### src/rtl/pipe_ctrl.sv
// Pipeline sequencing controller: turns execute-stage redirect/hold requests into
// registered redirect pulses, flush windows and a supervised multi-cycle unit handshake.
module pipe_ctrl #(
   parameter int unsigned FLUSH_CYCLES = 2,
   parameter int unsigned MC_TIMEOUT   = 64
) (
   input  logic        clk,
   input  logic        rst,
   input  logic        jump_en_i,
   input  logic [31:0] jump_addr_i,
   input  logic        hold_flag_i,
   input  logic        mc_done_i,
   input  logic        bus_hold_i,
   output logic        jump_en_o,
   output logic [31:0] jump_addr_o,
   output logic        flush_o,
   output logic        hold_o,
   output logic        mc_start_o,
   output logic        busy_o,
   output logic        err_o
);

   typedef enum logic [1:0] {
      IDLE    = 2'd0,
      FLUSH   = 2'd1,
      MC_BUSY = 2'd2
   } state_t;

   localparam logic [3:0] FLUSH_INIT = 4'(FLUSH_CYCLES);
   localparam logic [9:0] TMO_LIMIT  = 10'(MC_TIMEOUT);

   state_t      state;
   state_t      state_nxt;
   logic [3:0]  flush_cnt;
   logic [3:0]  flush_cnt_nxt;
   logic [9:0]  tmo_cnt;
   logic [9:0]  tmo_cnt_nxt;
   logic [9:0]  tmo_inc;
   logic        done_ok;
   logic        jump_en_nxt;
   logic [31:0] jump_addr_nxt;
   logic        mc_start_nxt;
   logic        err_nxt;

   function automatic logic [9:0] sat_inc10(input logic [9:0] v, input logic [9:0] lim);
      return (v >= lim) ? lim : v + 10'd1;
   endfunction

   function automatic logic [3:0] sat_dec4(input logic [3:0] v);
      return (v == 4'd0) ? 4'd0 : v - 4'd1;
   endfunction

   // Next-state and next-output decode
   always_comb begin
      state_nxt     = state;
      flush_cnt_nxt = flush_cnt;
      tmo_cnt_nxt   = tmo_cnt;
      jump_en_nxt   = 1'b0;
      jump_addr_nxt = 32'h0;
      mc_start_nxt  = 1'b0;
      err_nxt       = err_o;
      tmo_inc       = sat_inc10(tmo_cnt, TMO_LIMIT);
      // A done coinciding with the start pulse belongs to a previous operation.
      done_ok       = mc_done_i && !mc_start_o;

      case (state)
         IDLE: begin
            if (jump_en_i) begin
               state_nxt     = FLUSH;
               flush_cnt_nxt = FLUSH_INIT;
               jump_en_nxt   = 1'b1;
               jump_addr_nxt = jump_addr_i;
            end else if (hold_flag_i) begin
               state_nxt    = MC_BUSY;
               tmo_cnt_nxt  = 10'd0;
               mc_start_nxt = 1'b1;
            end
         end
         FLUSH: begin
            if (!bus_hold_i) begin
               flush_cnt_nxt = sat_dec4(flush_cnt);
               if (flush_cnt <= 4'd1) begin
                  state_nxt = IDLE;
               end
            end
         end
         MC_BUSY: begin
            tmo_cnt_nxt = tmo_inc;
            if (done_ok) begin
               state_nxt = IDLE;
            end else if (tmo_inc == TMO_LIMIT) begin
               state_nxt = IDLE;
               err_nxt   = 1'b1;
            end
         end
         default: begin
            state_nxt = IDLE;
         end
      endcase
   end

   // Registered state and outputs
   always_ff @(posedge clk or posedge rst) begin
      if (rst) begin
         state       <= IDLE;
         flush_cnt   <= 4'd0;
         tmo_cnt     <= 10'd0;
         jump_en_o   <= 1'b0;
         jump_addr_o <= 32'h0;
         flush_o     <= 1'b0;
         mc_start_o  <= 1'b0;
         busy_o      <= 1'b0;
         err_o       <= 1'b0;
      end else begin
         state       <= state_nxt;
         flush_cnt   <= flush_cnt_nxt;
         tmo_cnt     <= tmo_cnt_nxt;
         jump_en_o   <= jump_en_nxt;
         jump_addr_o <= jump_addr_nxt;
         flush_o     <= (state_nxt == FLUSH);
         mc_start_o  <= mc_start_nxt;
         busy_o      <= (state_nxt != IDLE);
         err_o       <= err_nxt;
      end
   end

   // The bus stall must reach the front-end registers in the same cycle.
   assign hold_o = (state == MC_BUSY) || bus_hold_i;

endmodule

### config.mk
export PLATFORM = sky130hd
export DESIGN_NAME = pipe_ctrl
export DESIGN_NICKNAME = d
export VERILOG_FILES = /design/src/rtl/pipe_ctrl.sv
export SDC_FILE = /design/constraint.sdc
export NUM_CORES = 1
export LEC_CHECK = 0
export BUFFER_PORTS_ARGS = -buffer_cell sky130_fd_sc_hd__buf_2
export CORE_AREA = 4 4 72 74
export DETAILED_ROUTE_END_ITERATION = 12
export DIE_AREA = 0 0 76 78
export HOLD_SLACK_MARGIN = 0.06
export PLACE_DENSITY = 0.85
export SETUP_SLACK_MARGIN = 0.4
export SYNTH_ARGS = -nofsm -noshare
export SYNTH_HDL_FRONTEND = slang
export SYNTH_SLANG_ARGS = --single-unit
### constraint.sdc
create_clock -name clk -period 2.1 [get_ports clk]
set_clock_uncertainty 0.15 [all_clocks]
set_input_delay 0.21 -clock clk [delete_from_list [all_inputs] [get_ports clk]]
set_output_delay 0.21 -clock clk [all_outputs]
set_load 0.02 [all_outputs]
Yosys cells after proc, flatten, opt, wreduce, memory -nomap -nowiden
Index checks and enable logic that the tools add are counted.

cells by class
  divide/modulo/power cells = 0
  equality and inequality tests = 8
  shifts and indexed selects = 0
  reduce and logical (&&, ||, !) cells = 11
  bitwise operators = 1
  order comparisons = 2
  add/subtract/negate cells = 2
  mux-type cells = 22
  $mul = 0

operators by type and width
  kind                                                                                   number
  32-bit two-way mux                                                                     2
  10-bit two-way mux                                                                     3
  10-bit case mux with 2 select lines                                                    1
  2-bit two-way mux                                                                      6
  4-bit two-way mux                                                                      3
  10-bit by 1-bit adder with 10-bit output (second input constant)                       1
  10-bit by 7-bit equality test with 1-bit output (second input constant)                1
  10-bit by 7-bit greater-or-equal comparator with 1-bit output (second input constant)  1
  3-bit AND reduction                                                                    3
  2-bit != test (second input constant)                                                  4
  4-bit case mux with 2 select lines                                                     1
  2-bit case mux with 3 select lines                                                     1
  2-bit nonzero test                                                                     3
  1-bit two-way mux                                                                      5
  2-bit by 1-bit equality test with 1-bit output (second input constant)                 2
  4-bit by 1-bit less-or-equal comparator with 1-bit output (second input constant)      1
  4-bit logical NOT                                                                      1
  4-bit by 1-bit subtractor with 4-bit output (second input constant)                    1
  2-bit equality test (second input constant)                                            1
  2-bit logical NOT                                                                      1
  1-bit logical AND                                                                      1
  1-bit logical NOT                                                                      1
  1-bit logical OR                                                                       1
  1-bit NOT                                                                              1

storage, ports and cells
  bits in registers = 53
  logic and storage cells = 55
  memories kept = 0
  latch bits = 0
  RAM bits = 0
  input bits = 38
  ROM bits = 0

Depth between registers and ports, before layout
Gate-level depths: netlist (run 1).

  depth in word-level cells = 7
  depth in mapped cells = 5
  mapped depth without buffers = 5

Worst setup path after synthesis (run 1)
Ideal clock, no wire load.

  path type = flip-flop to flip-flop
  start point = reg tmo_cnt[0]
  end point = reg err_o
  buffers on the path = 0
  arrival = 1.493 ns
  cell stages (with the launch flop) = 6
  period minus slack after synthesis = 1.708 ns
  path slack = 0.392 ns
  cell sequence = dfrtp_1 inv_1 ha_1 or2b_2 o41ai_2 a31o_2

on the way
  cells in the longest elaborated chain, start to end = 4
  elaborated cells on any way between the ends = 5

RTL lines
  what                                                                                                                              RTL line  source
  start, declared                                                                                                                   36        logic [9:0] tmo_cnt;
  start signal, assigned                                                                                                            117       tmo_cnt <= tmo_cnt_nxt;
  10-bit by 1-bit adder with 10-bit output / 10-bit by 7-bit greater-or-equal comparator with 1-bit output (equally long branches)  46        return (v >= lim) ? lim : v + 10'd1;
  10-bit two-way mux (*)                                                                                                            46
  10-bit by 7-bit equality test with 1-bit output (*)                                                                               91        end else if (tmo_inc == TMO_LIMIT) begin
  3-bit AND reduction (no source line) (*)                                                                                          -
  end signal, assigned                                                                                                              123       err_o <= err_nxt;
  end, declared                                                                                                                     20        output logic err_o

Every way passes the cells marked *; elsewhere a longest branch is shown, timed or not.
A chain may end at the register's enable or synchronous reset.

Worst setup path after layout (run 1)
Ends and elaborated chain as after synthesis.

==> results.json, run 1 <==
{
  "status": "finished clean",
  "grt_pass1_vias": 1710,
  "netlist_top_cells_count": "dfrtp_1 (53), and2_1 (36), nand3_1 (6)",
  "min_period_over_period": 0.833,
  "hold_path_depth": 2,
  "cap_violations": 0,
  "viasPerCell": 4.82,
  "finalSetupTns_ns": 0,
  "hpwl_um": 3090,
  "worst-setup-path-type": "reg2reg",
  "synth-seq-cells": 53,
  "hold_path.class": "in2reg",
  "grt_max_degree": 28,
  "fp.dieH_um": 78,
  "area_growth_pct": 48.9,
  "timing.hold.ws_ns": 0.0785,
  "period_minus_slack_ns": 1.75,
  "n_antenna_cell": 0,
  "antenna_found_initial": 0,
  "drc": 0,
  "die_w_um": 76,
  "setup_viol": 0,
  "grt_usage": 0.168,
  "routabilityCongestion": 0.762,
  "tightest_slew_ns": 0.531,
  "clk_latency_ns": 0.31,
  "cts_sinks": 53,
  "start_util": 0.450,
  "rr_worst_depth": 5,
  "r2r_end": "err_o",
  "p_seq_frac": 0.437,
  "overflow": 0,
  "r2r-start": "tmo_cnt[0]",
  "finalNetCount": 321,
  "vdd_drop_max_mv": 0.555,
  "port_buffers": 75,
  "htreeDepth": 2,
  "cp_top_family": "compound AO/OA/AOI/OAI gates",
  "power.switching_mw": 1.04,
  "rsz0062_at_grt": "true",
  "die-area_mm2": 0.00593,
  "yosysWarnings": 0,
  "whs_endpoint": "mc_start_o",
  "crit_path_start": "tmo_cnt[0]",
  "syn_avg_cell_area_um2": 13.1,
  "root_buffer": "clkbuf_8",
  "io_pins": 76,
  "crit_path_cell_trace": "inv_2 > ha_4 > or2b_4 > o41ai_4 > a31o_2",
  "yosys.cell_types.count": 39,
  "hold_viol": 0,
  "pwr-share-clk": 0.220,
  "core.rowCount": 25,
  "layout-drive-gt1-share": 0.411,
  "clock_path_buffers": 2,
  "synth-seq-area-share": 0.641,
  "min_from": "hold_flag_i",
  "required_ns": 2.19,
  "async_reset_ff_frac": 1.00,
  "detail-route-antenna-nets": 0,
  "grt_first_pass_wirelength_um": 7980,
  "cts_tree": "built",
  "netlist_area_mm2": 0.00207,
  "path_buf_inv": 1,
  "fmax_mhz": 572,
  "first_pass_iters": 4,
  "arrival_ns": 1.84,
  "synth_edf_count": 0,
  "slew_viol_final": 0,
  "cp_slowest_cell": "dfrtp_1",
  "synthCells": 158,
  "wl_per_cell_um": 14.5,
  "detail_route.wirelength_um": 4880,
  "worst-path-max-fanout": 3,
  "synthTopCellsByArea": "dfrtp_1 (64%), and2_1 (11%), nand3_1 (1.5%), o2bb2ai_1 (1.3%), ha_1 (1.2%)",
  "path_clk_slew_ns": 0.09,
  "synth_top_cell_by_area": "dfrtp_1",
  "cts_buffers": 5,
  "synth_ff_type": "dfrtp_1",
  "p_leak_nw": 1.62,
  "swShare": 0.335,
  "syn_nets": 198,
  "internal_power_mw": 2.07,
  "total_power_mw": 3.10,
  "max_stage_delay_ns": 0.42,
  "drt_iter0_drc": 92,
  "combPwrFrac": 0.342,
  "yosys.area.top_type_share": 0.641,
  "slew_headroom": 0.646,
  "p_per_area_mw_per_mm2": 1010,
  "timing.critical_path.from_type": "flip-flop",
  "num_vias": 1621,
  "coreArea_mm2": 0.00460,
  "yosysMostFrequentCell": "dfrtp_1",
  "reg2reg_setup_slack_ns": 0.35,
  "end_kind": "flip-flop"
}
-- through the flow --
step	worst slack (ns)	util	instance area, µm²	std cells
2_1_floorplan	0.413	-	2080	158
3_3_place_gp	0.371	0.550	2530	287
3_5_place_dp	0.296	0.550	2530	287
4_1_cts	0.383	0.658	3020	333
5_1_grt	0.295	0.670	3080	336
6_report	0.350	0.670	3080	336
-- worst register-to-register path: stages, from the launching register on --
cell and delay [ns]:
dfrtp_1 0.42, inv_2 0.12, ha_4 0.21, or2b_4 0.25
o41ai_4 0.34, a31o_2 0.21
-- power by group through the flow --
| stage | Clock (mW) | Combinational, mW | Sequential, mW |
|---|---|---|---|
| 5_1_grt | 0.750 | 1.16 | 1.38 |
| 3_3_place_gp | 0 | 0.876 | 1.37 |
| 3_5_place_dp | 0 | 0.904 | 1.38 |
| 6_report | 0.684 | 1.06 | 1.36 |
| 2_1_floorplan | 0 | 0.441 | 1.53 |
| 4_1_cts | 0.700 | 1.01 | 1.34 |
-- metal layers --
layer	wire length [µm]	GRT usage	part of all wire
met5	0	0	0
met4	83	0.0641	0.017
met3	271	0.0522	0.055
met2	2610	0.301	0.53
met1	1920	0.184	0.39
-- cell type report --
class	count	area, µm²
clock buffer	6	72.6
timing repair buffer	121	812
sequential	53	1330
multi-input combinational	96	744
fill	312	1520
inverter	4	15.0
clock inverter	2	38.8
tap	54	67.6
-- placed cells by master, fill, tap and decap left out, types with 4 or more instances in the layout --
cell type	synthesis	final
nand2_1	4	4
nor2b_1	4	4
buf_4	0	12
buf_2	1	74
dlygate4sd3_1	0	34
and2_1	36	36
o21ai_0	4	4
nand3_1	6	6
dfrtp_1	53	51
clkbuf_8	0	5
-- kinds of logic after synthesis --
group | Yosys count | synth area share
XOR/XNOR | 2 | 0.00847
multiplexers | 3 | 0.0157
AO/OA/AOI/OAI | 26 | 0.100
buffers and inverters | 9 | 0.0242
flip-flops | 53 | 0.641
AND/OR/NAND/NOR | 63 | 0.198
adder cells (fa/ha/maj) | 2 | 0.0121
-- how the worst max path moves through the flow --
stage                     endpoint  depth (start not counted)
after floorplan              err_o                          5
after global placement       err_o                          5
after detailed placement     err_o                          5
after CTS                    err_o                          5
after global routing         err_o                          5
final                        err_o                          5
-- registers in the layout, indices dropped and copies added, names as in the netlist, 2 cells and up --
signal and cells:
flush_cnt 4, state 2, jump_addr_o 32, tmo_cnt 10
-- repair_timing --
item | CTS | global route
pin swaps | 0 | 5
hold endpoints to repair | 58 | 0
hold buffers | 34 | 0
setup buffers | 4 | 3
setup endpoints to repair | 4 | 6
gates resized for setup | 5 | 6
No activity file was read; power rests on OpenSTA's default activity.
==> run 2, diff against run 1 <==
==> constraint.sdc (replaced) <==
create_clock -name clk -period 1.8 [get_ports clk]
set_clock_uncertainty 0.15 [all_clocks]
set_input_delay 0.18 -clock clk [delete_from_list [all_inputs] [get_ports clk]]
set_output_delay 0.18 -clock clk [all_outputs]
set_load 0.02 [all_outputs]
==> run 2 against run 1 <==
  * Sequential cell count stayed put
  * Global-route usage is 3.9 points higher
  * Cell area is 15% higher
  * Utilization is 10 points higher
  * Worst setup slack worse by 0.26 ns
  * Sequential share of layout area is 5.8 points lower
  * Register-to-register slack worse by 0.26 ns
  * Total power is 45% higher
  * Routed wire length is 53% higher
  * Critical path depth stayed put
  * Cell count is 8.3% higher
  * Sequential power is 20% higher
  * Critical path type unchanged
  * Critical endpoint unchanged
==> results.json, run 2 (synthesis results as in run 1) <==
{
  "first_pass_iters": 5,
  "rr_worst_depth": 5,
  "cts_buffers": 5,
  "hpwl_um": 3040,
  "p_leak_nw": 1.86,
  "num_vias": 1927,
  "timing.critical_path.from_type": "flip-flop",
  "worst-setup-path-type": "reg2reg",
  "cts_sinks": 53,
  "die-area_mm2": 0.00593,
  "grt_usage": 0.207,
  "reg2reg_setup_slack_ns": 0.09,
  "p_per_area_mw_per_mm2": 1270,
  "finalNetCount": 349,
  "grt_max_degree": 34,
  "finalSetupTns_ns": 0,
  "start_util": 0.450,
  "drt_iter0_drc": 123,
  "final_util": 0.773,
  "largest-register": "jump_addr_o",
  "io_pins": 76,
  "core.rowCount": 25,
  "final_common_cell": "buf_2",
  "clock_path_buffers": 2,
  "antenna_found_initial": 0,
  "tightest_slew_ns": 0.512,
  "die_w_um": 76,
  "routabilityCongestion": 0.779,
  "status": "finished clean",
  "hold_path.class": "in2reg",
  "period_minus_slack_ns": 1.71,
  "root_buffer": "clkbuf_8",
  "drc": 0,
  "cts_tree": "built",
  "wl_per_cell_um": 20.5,
  "grt_pass1_vias": 1929,
  "min_from": "bus_hold_i",
  "cap_violations": 0,
  "n_antenna_cell": 0,
  "setup_viol": 0,
  "fmax_mhz": 584,
  "fp.dieH_um": 78,
  "clk_latency_ns": 0.31,
  "r2r-start": "tmo_cnt[0]",
  "path_clk_slew_ns": 0.10,
  "layout-drive-gt1-share": 0.532,
  "final_cell_mix": "buf_2 (74), dfrtp_1 (51), dlygate4sd3_1 (35)",
  "min_period_over_period": 0.952,
  "reg.largest.list": "jump_addr_o: 32 flops, tmo_cnt: 10 flops, flush_cnt: 4 flops",
  "slew_viol_final": 0,
  "largest_reg_flops": 32,
  "worst-path-max-fanout": 3,
  "end_kind": "flip-flop",
  "r2r_end": "err_o",
  "coreArea_mm2": 0.00460,
  "vdd_drop_max_mv": 0.899,
  "hold_viol": 0,
  "rsz0062_at_grt": "true",
  "viasPerCell": 5.29,
  "overflow": 0,
  "detail_route.wirelength_um": 7450,
  "slew_headroom": 0.658,
  "detail-route-antenna-nets": 0,
  "required_ns": 1.91,
  "port_buffers": 75,
  "grt_first_pass_wirelength_um": 9630,
  "arrival_ns": 1.82,
  "hold_path_depth": 3,
  "area_growth_pct": 71.9,
  "htreeDepth": 2,
  "whs_endpoint": "flush_o"
}
run 2: repair_timing:
action / 4_1_cts / 5_1_grt
gates cloned: 2 / 0
gates resized for setup: 21 / 34
setup buffers: 17 / 14
hold endpoints to repair: 55 / 0
pin swaps: 6 / 22
setup endpoints to repair: 22 / 53
hold buffers: 35 / 0
run 2: critical path, stage by stage (launching register included):
cell     delay [ns]
dfrtp_1        0.43
inv_2          0.11
ha_4           0.20
or2b_4         0.25
o41ai_4        0.30
a31o_2         0.21
run 2: per-stage QoR:
step                      worst slack, ns  std cells  total power [mW]  hold WS (ns)  cell area [µm²]
after CTS                           0.199        350              4.01         0.123             3330
after global routing               0.0507        364              4.66         0.153             3560
final                              0.0873        364              4.50         0.151             3560
after global placement              0.124        288              2.67        0.0655             2580
after floorplan                     0.161        158              2.33        0.0914             2100
after detailed placement           0.0827        288              2.73        0.0805             2580
run 2: report_power, final:
group / internal [mW] / switching (mW) / total, mW
registers: 1.43 / 0.198 / 1.63
clock network: 0.454 / 0.400 / 0.854
logic: 1.07 / 0.952 / 2.02
total: 2.95 / 1.55 / 4.50
run 2: area by class of cell:
cell class	instances	area, µm²
sequential	53	1330
timing repair buffer	149	1180
fill	220	1040
multi-input combinational	96	845
clock buffer	7	86.3
tap	54	67.6
clock inverter	1	30.0
inverter	4	18.8
run 2: worst max-delay path by stage:
stage	cells after the start	startpoint	endpoint
after floorplan	5	tmo_cnt[0]	err_o
after global placement	5	tmo_cnt[0]	err_o
after detailed placement	5	tmo_cnt[0]	err_o
after CTS	5	tmo_cnt[0]	err_o
after global routing	5	tmo_cnt[1]	err_o
final	5	tmo_cnt[0]	err_o
run 2: layer usage:
layer | global-route usage | share of wire
met1 | 0.253 | 0.37
met2 | 0.348 | 0.53
met3 | 0.0545 | 0.068
met4 | 0.0801 | 0.032
met5 | 0 | 0
